File: src/rtl/sd_lba_arbiter.sv
// sd_lba_arbiter: shares the single SD block port of the IO block between NDEV
// disk controllers. Round-robin, one sector transfer per grant. sd_ack comes
// from the SPI_SCK domain and is synchronised into clk_sys before use.
// Optional watchdog: define SD_ARB_TIMEOUT_EN to abort a transfer stuck in
// REQ/XFER for TIMEOUT cycles (flagged on dev_err).
//
// state | meaning
// ------+-----------------------------------------------------------------
// IDLE  | no transfer; round-robin scan of pending requests
// REQ   | sd_rd/sd_wr held with latched sd_lba; waits for a fresh ack_s rise
// XFER  | ARM owns the sector; sd_buff_wr routed to owner; waits ack_s fall
// DONE  | one-cycle dev_done pulse to the owner
module sd_lba_arbiter #(
    parameter int          NDEV        = 2,
    parameter int          SYNC_STAGES = 2,
    parameter int unsigned TIMEOUT     = 32'd16777216
) (
    input  logic                 clk_sys,
    input  logic                 reset,
    input  logic [32*NDEV-1:0]   dev_lba,
    input  logic [NDEV-1:0]      dev_rd,
    input  logic [NDEV-1:0]      dev_wr,
    output logic [NDEV-1:0]      dev_ack,
    output logic [NDEV-1:0]      dev_done,
    output logic                 dev_err,
    output logic [NDEV-1:0]      dev_buff_wr,
    input  logic [8*NDEV-1:0]    dev_buff_din,
    output logic [31:0]          sd_lba,
    output logic                 sd_rd,
    output logic                 sd_wr,
    input  logic                 sd_ack,
    input  logic                 sd_buff_wr,
    output logic [7:0]           sd_buff_din,
    output logic [2:0]           owner
);

    if (NDEV < 2 || NDEV > 8 || SYNC_STAGES < 1 || TIMEOUT < 2) begin : g_bad_param
        $error("sd_lba_arbiter: parameter out of range");
    end

    typedef enum logic [1:0] {
        S_IDLE = 2'd0,
        S_REQ  = 2'd1,
        S_XFER = 2'd2,
        S_DONE = 2'd3
    } state_t;

    state_t                 state;
    state_t                 state_nx;
    logic [SYNC_STAGES-1:0] ack_sync;
    logic                   ack_s;
    logic [NDEV-1:0]        pending;
    logic                   grant_hit;
    logic [2:0]             grant_idx;
    logic                   hi_hit;
    logic [2:0]             hi_idx;
    logic                   lo_hit;
    logic [2:0]             lo_idx;
    logic [31:0]            grant_lba;
    logic                   grant_rd;
    logic [2:0]             rr_ptr;
    logic                   op_rd;
    logic                   ack_armed;
    logic                   timeout_hit;

    assign pending = dev_rd | dev_wr;
    assign ack_s   = ack_sync[SYNC_STAGES-1];

    // Bring the SPI_SCK-domain ack into clk_sys through a plain flop chain.
    always_ff @(posedge clk_sys) begin
        if (reset) begin
            ack_sync <= '0;
        end else begin
            ack_sync <= (ack_sync << 1) | SYNC_STAGES'(sd_ack);
        end
    end

    // Round-robin pick: lowest pending index at or above rr_ptr, else wrap to lowest overall.
    always_comb begin
        hi_hit = 1'b0;
        hi_idx = '0;
        lo_hit = 1'b0;
        lo_idx = '0;
        for (int i = NDEV - 1; i >= 0; i--) begin
            if (pending[i]) begin
                lo_hit = 1'b1;
                lo_idx = 3'(i);
                if (3'(i) >= rr_ptr) begin
                    hi_hit = 1'b1;
                    hi_idx = 3'(i);
                end
            end
        end
        grant_hit = lo_hit;
        grant_idx = hi_hit ? hi_idx : lo_idx;
    end

    // Fetch LBA and operation of the candidate; read wins when both are requested.
    always_comb begin
        grant_lba = '0;
        grant_rd  = 1'b0;
        for (int i = 0; i < NDEV; i++) begin
            if (grant_idx == 3'(i)) begin
                grant_lba = dev_lba[32*i +: 32];
                grant_rd  = dev_rd[i];
            end
        end
    end

`ifdef SD_ARB_TIMEOUT_EN
    localparam int TMR_W = $clog2(TIMEOUT);

    logic [TMR_W-1:0] tmr;
    logic             err_q;

    // Watchdog down-counter, reloaded on every state change; terminal count at zero.
    always_ff @(posedge clk_sys) begin
        if (reset) begin
            tmr <= TMR_W'(TIMEOUT - 1);
        end else if (state_nx != state) begin
            tmr <= TMR_W'(TIMEOUT - 1);
        end else if (tmr != '0) begin
            tmr <= tmr - TMR_W'(1);
        end
    end

    assign timeout_hit = ((state == S_REQ) || (state == S_XFER)) && (tmr == '0);

    // Error flag: set by a watchdog abort, cleared by the next grant.
    always_ff @(posedge clk_sys) begin
        if (reset) begin
            err_q <= 1'b0;
        end else if (state == S_IDLE && grant_hit) begin
            err_q <= 1'b0;
        end else if (timeout_hit) begin
            err_q <= 1'b1;
        end
    end

    assign dev_err = err_q;
`else
    assign timeout_hit = 1'b0;
    assign dev_err     = 1'b0;
`endif

    // State register.
    always_ff @(posedge clk_sys) begin
        if (reset) begin
            state <= S_IDLE;
        end else begin
            state <= state_nx;
        end
    end

    // Next-state logic; REQ only accepts an ack that was seen low after entry.
    always_comb begin
        state_nx = state;
        unique case (state)
            S_IDLE: if (grant_hit)              state_nx = S_REQ;
            S_REQ:  if (timeout_hit)            state_nx = S_DONE;
                    else if (ack_s && ack_armed) state_nx = S_XFER;
            S_XFER: if (timeout_hit || !ack_s)  state_nx = S_DONE;
            S_DONE:                             state_nx = S_IDLE;
            default:                            state_nx = S_IDLE;
        endcase
    end

    // Grant bookkeeping: owner, round-robin pointer, latched LBA/op and ack edge qualifier.
    always_ff @(posedge clk_sys) begin
        if (reset) begin
            owner     <= '0;
            rr_ptr    <= '0;
            sd_lba    <= '0;
            op_rd     <= 1'b0;
            ack_armed <= 1'b0;
        end else if (state == S_IDLE && grant_hit) begin
            owner     <= grant_idx;
            rr_ptr    <= (grant_idx == 3'(NDEV - 1)) ? 3'd0 : grant_idx + 3'd1;
            sd_lba    <= grant_lba;
            op_rd     <= grant_rd;
            ack_armed <= 1'b0;
        end else if (state == S_REQ && !ack_s) begin
            ack_armed <= 1'b1;
        end
    end

    // Outputs decoded from state and owner; buffer strobe and data are steered combinationally.
    always_comb begin
        sd_rd       = (state == S_REQ) && op_rd;
        sd_wr       = (state == S_REQ) && !op_rd;
        dev_ack     = '0;
        dev_done    = '0;
        dev_buff_wr = '0;
        sd_buff_din = dev_buff_din[7:0];
        for (int i = 0; i < NDEV; i++) begin
            if (owner == 3'(i)) begin
                dev_ack[i]     = (state == S_XFER);
                dev_done[i]    = (state == S_DONE);
                dev_buff_wr[i] = (state == S_XFER) && sd_buff_wr;
                sd_buff_din    = dev_buff_din[8*i +: 8];
            end
        end
    end

endmodule
File: config.mk
export PLATFORM = sky130hd
export DESIGN_NAME = sd_lba_arbiter
export DESIGN_NICKNAME = d
export VERILOG_FILES = /design/src/rtl/sd_lba_arbiter.sv
export SDC_FILE = /design/constraint.sdc
export NUM_CORES = 1
export LEC_CHECK = 0
export CORE_UTILIZATION = 39
export DETAILED_ROUTE_END_ITERATION = 8
export GPL_TIMING_DRIVEN = 0
export PLACE_DENSITY_LB_ADDON = 0.3
export SETUP_SLACK_MARGIN = 0.4
export SLEW_MARGIN = 20
export SYNTH_ARGS = -nofsm -noshare
export SYNTH_HDL_FRONTEND = slang
export SYNTH_SLANG_ARGS = --single-unit
File: constraint.sdc
create_clock -name clk_sys -period 1.85 [get_ports clk_sys]
set_input_delay 0.555 -clock clk_sys [delete_from_list [all_inputs] [get_ports clk_sys]]
set_output_delay 0.555 -clock clk_sys [all_outputs]
set_load 0.03 [all_outputs]
==> reports/qor.yml, run 1 <==
die:
  start_util: 0.409
  die_x_um: 81.5
  num_io_pins: 140
  die_h_um: 81.5
  rows: 28
synthesis:
  post_synth_inst_count: 294
  top_cells_by_instance_count_after_synthesis: "nand2_1 (60), dfxtp_1 (40), a2111oi_0 (30), a221o_1 (30), nor3_1 (29)"
  synth_flop_type: "dfxtp_1"
  synthDistinctLibCells: 36
  synth_area_leaders: "dfxtp_1 (32%), a221o_1 (12%), a2111oi_0 (11%), nand2_1 (9.1%), nor3_1 (5.9%)"
  yosysWarningCount: 0
  asyncSetResetFlopFracSynth: 0
  synth_top_area_frac: 0.325
  yosysSeqAreaShare: 0.325
  most_used_standard_cell_by_instance_count_after_synthesis: "nand2_1"
  synth_enable_flop_cells: 0
  postSynthAreaPerCell_um2: 8.39
  post_synthesis_cell_type_with_the_largest_combined_area: "dfxtp_1"
  mappedNetlistArea_um2: 2470
  synth-seq-cells: 40
outcome:
  run_status: "aborted with a tool error"
  failed_stage: "global routing (5_1_grt)"
  error_message: "[ERROR DPL-0038] Utilization greater than 100%, impossible to legalize"
placed_design:
  globalplace.congestion: 0.766
  port_buffers: 135
  detailedPlace.worstSlack_ns: -0.696
  sum_of_net_half_perimeters_after_detailed_placement_um: 6060
global_route:
  grt_max_degree: 13
sta:
  worst_end_pin_type: "output port"
  grt_worst_setup_endpoint: "sd_buff_din[4]"
cts:
  htree_levels: 2
  tritoncts_num_sinks: 40
  max-clock-path-buffers: 2
  cts_root_buf: "clkbuf_8"
  cts_made_buffers: 5
-- cell families after synthesis --
logic type,after synthesis,share of synthesized area
simple gates,121,0.234
mux,9,0.0406
fa+ha+maj,5,0.0254
buf+inv,46,0.108
compound gates,72,0.266
other cells,1,0.00152
flops,40,0.325
-- timing repair --
action                                  CTS
buffers inserted                         32
gates resized for setup                 511
cloned                                   14
endpoints found under the setup margin   87
hold buffers                              0
pin swaps                                65
hold endpoints to repair                  0
-- through the flow --
step	cells	cell area (um2)	setup TNS (ns)
2_1_floorplan	296	2610	0
3_3_place_gp	506	4060	-26.20
3_5_place_dp	506	4060	-27.94
4_1_cts	560	5430	-0.659
==> inputs of run 2 (changes only) <==
CORE_UTILIZATION = 35   (was 39)
PLACE_DENSITY_LB_ADDON = 0.15   (was 0.3)
SETUP_SLACK_MARGIN = unset   (was 0.4)
==> run 2 against run 1 <==
  * The flow now finishes, with violations (negative setup slack)
  * Synthesized cell count stayed put
  * Area after synthesis stayed put
==> reports/qor.yml, run 2 <==
critical_path:
  critical_path_required_ns: 1.29
  crit_type: "flip-flop to output port"
  worst_ep_arrival_time_ns: 1.35
  worst_setup_path_startpoint: "owner[0]"
  cp_max_fo: 6
  setup.worst_path.end_class: "output port"
  cell_count_of_the_worst_reg_to_reg_path: 7
  reg2reg_from: "state[1]"
  cp-start-kind: "flip-flop"
drt:
  route.detailed.vias_per_inst: 5.29
  drcViolationCount: 0
  drt-wirelength-per-cell_um: 15.4
  ant_nets: 0
  vias: 2869
  drt_iter0_drc: 126
  drt_wl_total_um: 8350
  detailedRoute.firstPassIterationCount: 4
synthesis:
  yosysSeqAreaShare: 0.325
  muxShareOfSynthArea: 0.0406
  mappedNetlistArea_um2: 2470
  post_synth_inst_count: 294
  yosys.area_share.simple: 0.234
  combinational_family_with_the_most_area_after_synthesis: "compound AO/OA/AOI/OAI gates"
  yosys.area_share.xor_xnor: 0
  synth_top_area_frac: 0.325
  post_synthesis_cell_type_with_the_largest_combined_area: "dfxtp_1"
  yosysWarningCount: 0
  top_cells_by_instance_count_after_synthesis: "nand2_1 (60), dfxtp_1 (40), a2111oi_0 (30), a221o_1 (30), nor3_1 (29)"
  postSynthAreaPerCell_um2: 8.39
  most_used_standard_cell_by_instance_count_after_synthesis: "nand2_1"
  area_fraction_in_compound_gates_after_synthesis: 0.266
  yosys.area_share.adder: 0.0254
  synth_flop_type: "dfxtp_1"
  synthDistinctLibCells: 36
  asyncSetResetFlopFracSynth: 0
  synth-seq-cells: 40
  synth_area_leaders: "dfxtp_1 (32%), a221o_1 (12%), a2111oi_0 (11%), nand2_1 (9.1%), nor3_1 (5.9%)"
  synth_enable_flop_cells: 0
outcome:
  run_status: "finished with violations"
  violations: "negative setup slack"
layout:
  diodes: 0
  nFillCells: 631
  final_cell_mix: "clkdlybuf4s50_1 (65), nand2_1 (60), dlygate4sd2_1 (39)"
  layout.nets: 538
  share_of_final_layout_standard_cells_stronger_than_drive_strength_1: 0.202
  regMostFlops: "sd_lba"
  layout_commonest_cell: "clkdlybuf4s50_1"
  reg_top3: "sd_lba: 32 flops, ack_sync: 2 flops, state: 2 flops"
  final-instance-count-excl-fill: 542
  flow.area_growth_from_synthesis_pct: 73.8
  largest_reg_flops: 32
cts:
  clkLatencyLatePin_ns: 0.29
  holdBufCountCts: 0
  max-clock-path-buffers: 2
  clkTransAtPathRegs_ns: 0.08
  cts_root_buf: "clkbuf_8"
  tritoncts: "built"
  tritoncts_num_sinks: 40
  htree_levels: 2
  cts_made_buffers: 5
sta:
  whs_ns: 0.446
  grt_setup_unrepaired: "yes"
  finalSetupTns_ns: -0.279
  timing.fmax_ghz: 0.525
  finalWorstPathRequiredPeriod_ns: 1.90
  report.final.setup_viol: 8
  finalMaxSlewViolations: 0
  hold_viol_final: 0
  period_share: 1.03
  worst_slack_ns: -0.0537
  clock_skew_ns: 0.00693
power:
  power.density_cell_area_nw_per_um2: 1350
  total_leakage_power_nw: 1.96
  p_total_mw: 5.77
  ir_worst_vdd_mv: 0.574
global_route:
  grt_max_degree: 13
  antenna_found_initial: 0
  number_of_global_route_vias_before_repair: 2730
  groute.usage.overall: 0.218
  globalRouteOverflowTotal: 0
  wire_length_of_the_first_global_routing_pass_um: 12900
placed_design:
  port_buffers: 135
  detailedPlace.worstSlack_ns: -0.768
  globalplace.congestion: 0.769
  sum_of_net_half_perimeters_after_detailed_placement_um: 6060
  dp_cells: 527
flow_run:
  cap_violations: 0
die:
  die_h_um: 86.0
  num_io_pins: 140
  rows: 30
  die_x_um: 86.0
  core_area_um2: 6790
  start_util: 0.363
  die_outline_area_um2: 7390
worst_hold_path:
  worst_hold_startpoint: "ack_sync[0]"
  hold_class: "flip-flop to flip-flop"
  timing.hold.worst_path_depth: 1
## run 2: report_power, final
part | switching, mW | internal (mW) | leakage [nW]
clock | 0.319 | 0.477 | 0.0645
combinational | 2.07 | 1.53 | 1.56
sequential | 0.194 | 1.19 | 0.332
## run 2: final timing paths
check                   endpoint  slack [ns]
setup / recovery  sd_buff_din[5]       -0.05
hold / removal       ack_sync[1]        0.45
setup reg to reg      sd_lba[27]        0.06
hold reg to reg      ack_sync[1]        0.45
## run 2: routing by layer
layer	wire, um	track usage
met2	4150	0.378
met1	3630	0.272
met3	489	0.0472
met4	82	0.0576
met5	0	0
## run 2: area by class of cell
type                            instances  area, um2  share of cell area
Buffer                                 40        299              0.0697
Clock buffer                            7       96.3              0.0225
Clock inverter                          1       30.0             0.00700
Inverter                                6       22.5             0.00525
Multi-Input combinational cell        210       1510               0.353
Sequential cell                        40        807               0.188
Tap cell                               96        120              0.0280
Timing Repair Buffer                  142       1400               0.326
## run 2: logic make-up after synthesis
logic type,after synthesis
and+or+nand+nor,121
AOI/OAI and AO/OA,72
buffers and inverters,46
DFF,40
muxes,9
adders and majority gates,5
other,1
## run 2: worst max-delay path, stage by stage, from the launching register on
cell	delay, ns
dfxtp_2	0.36
buf_8	0.13
buf_8	0.12
mux2_4	0.31
buf_6	0.14
## run 2: timing repair
item | in CTS | in global routing
setup buffers | 3 | 3
endpoints found under the setup margin | 85 | 36
gates resized for setup | 175 | 50
gates cloned | 1 | 0
pin swaps | 2 | 0
## run 2: through the flow
stage / util / instance area [um2]
2_1_floorplan: - / 2480
3_3_place_gp: 0.581 / 3950
3_5_place_dp: 0.581 / 3950
4_1_cts: 0.609 / 4140
5_1_grt: 0.631 / 4290
6_report: 0.631 / 4290
Note: power is estimated with default switching activity, not from simulation.
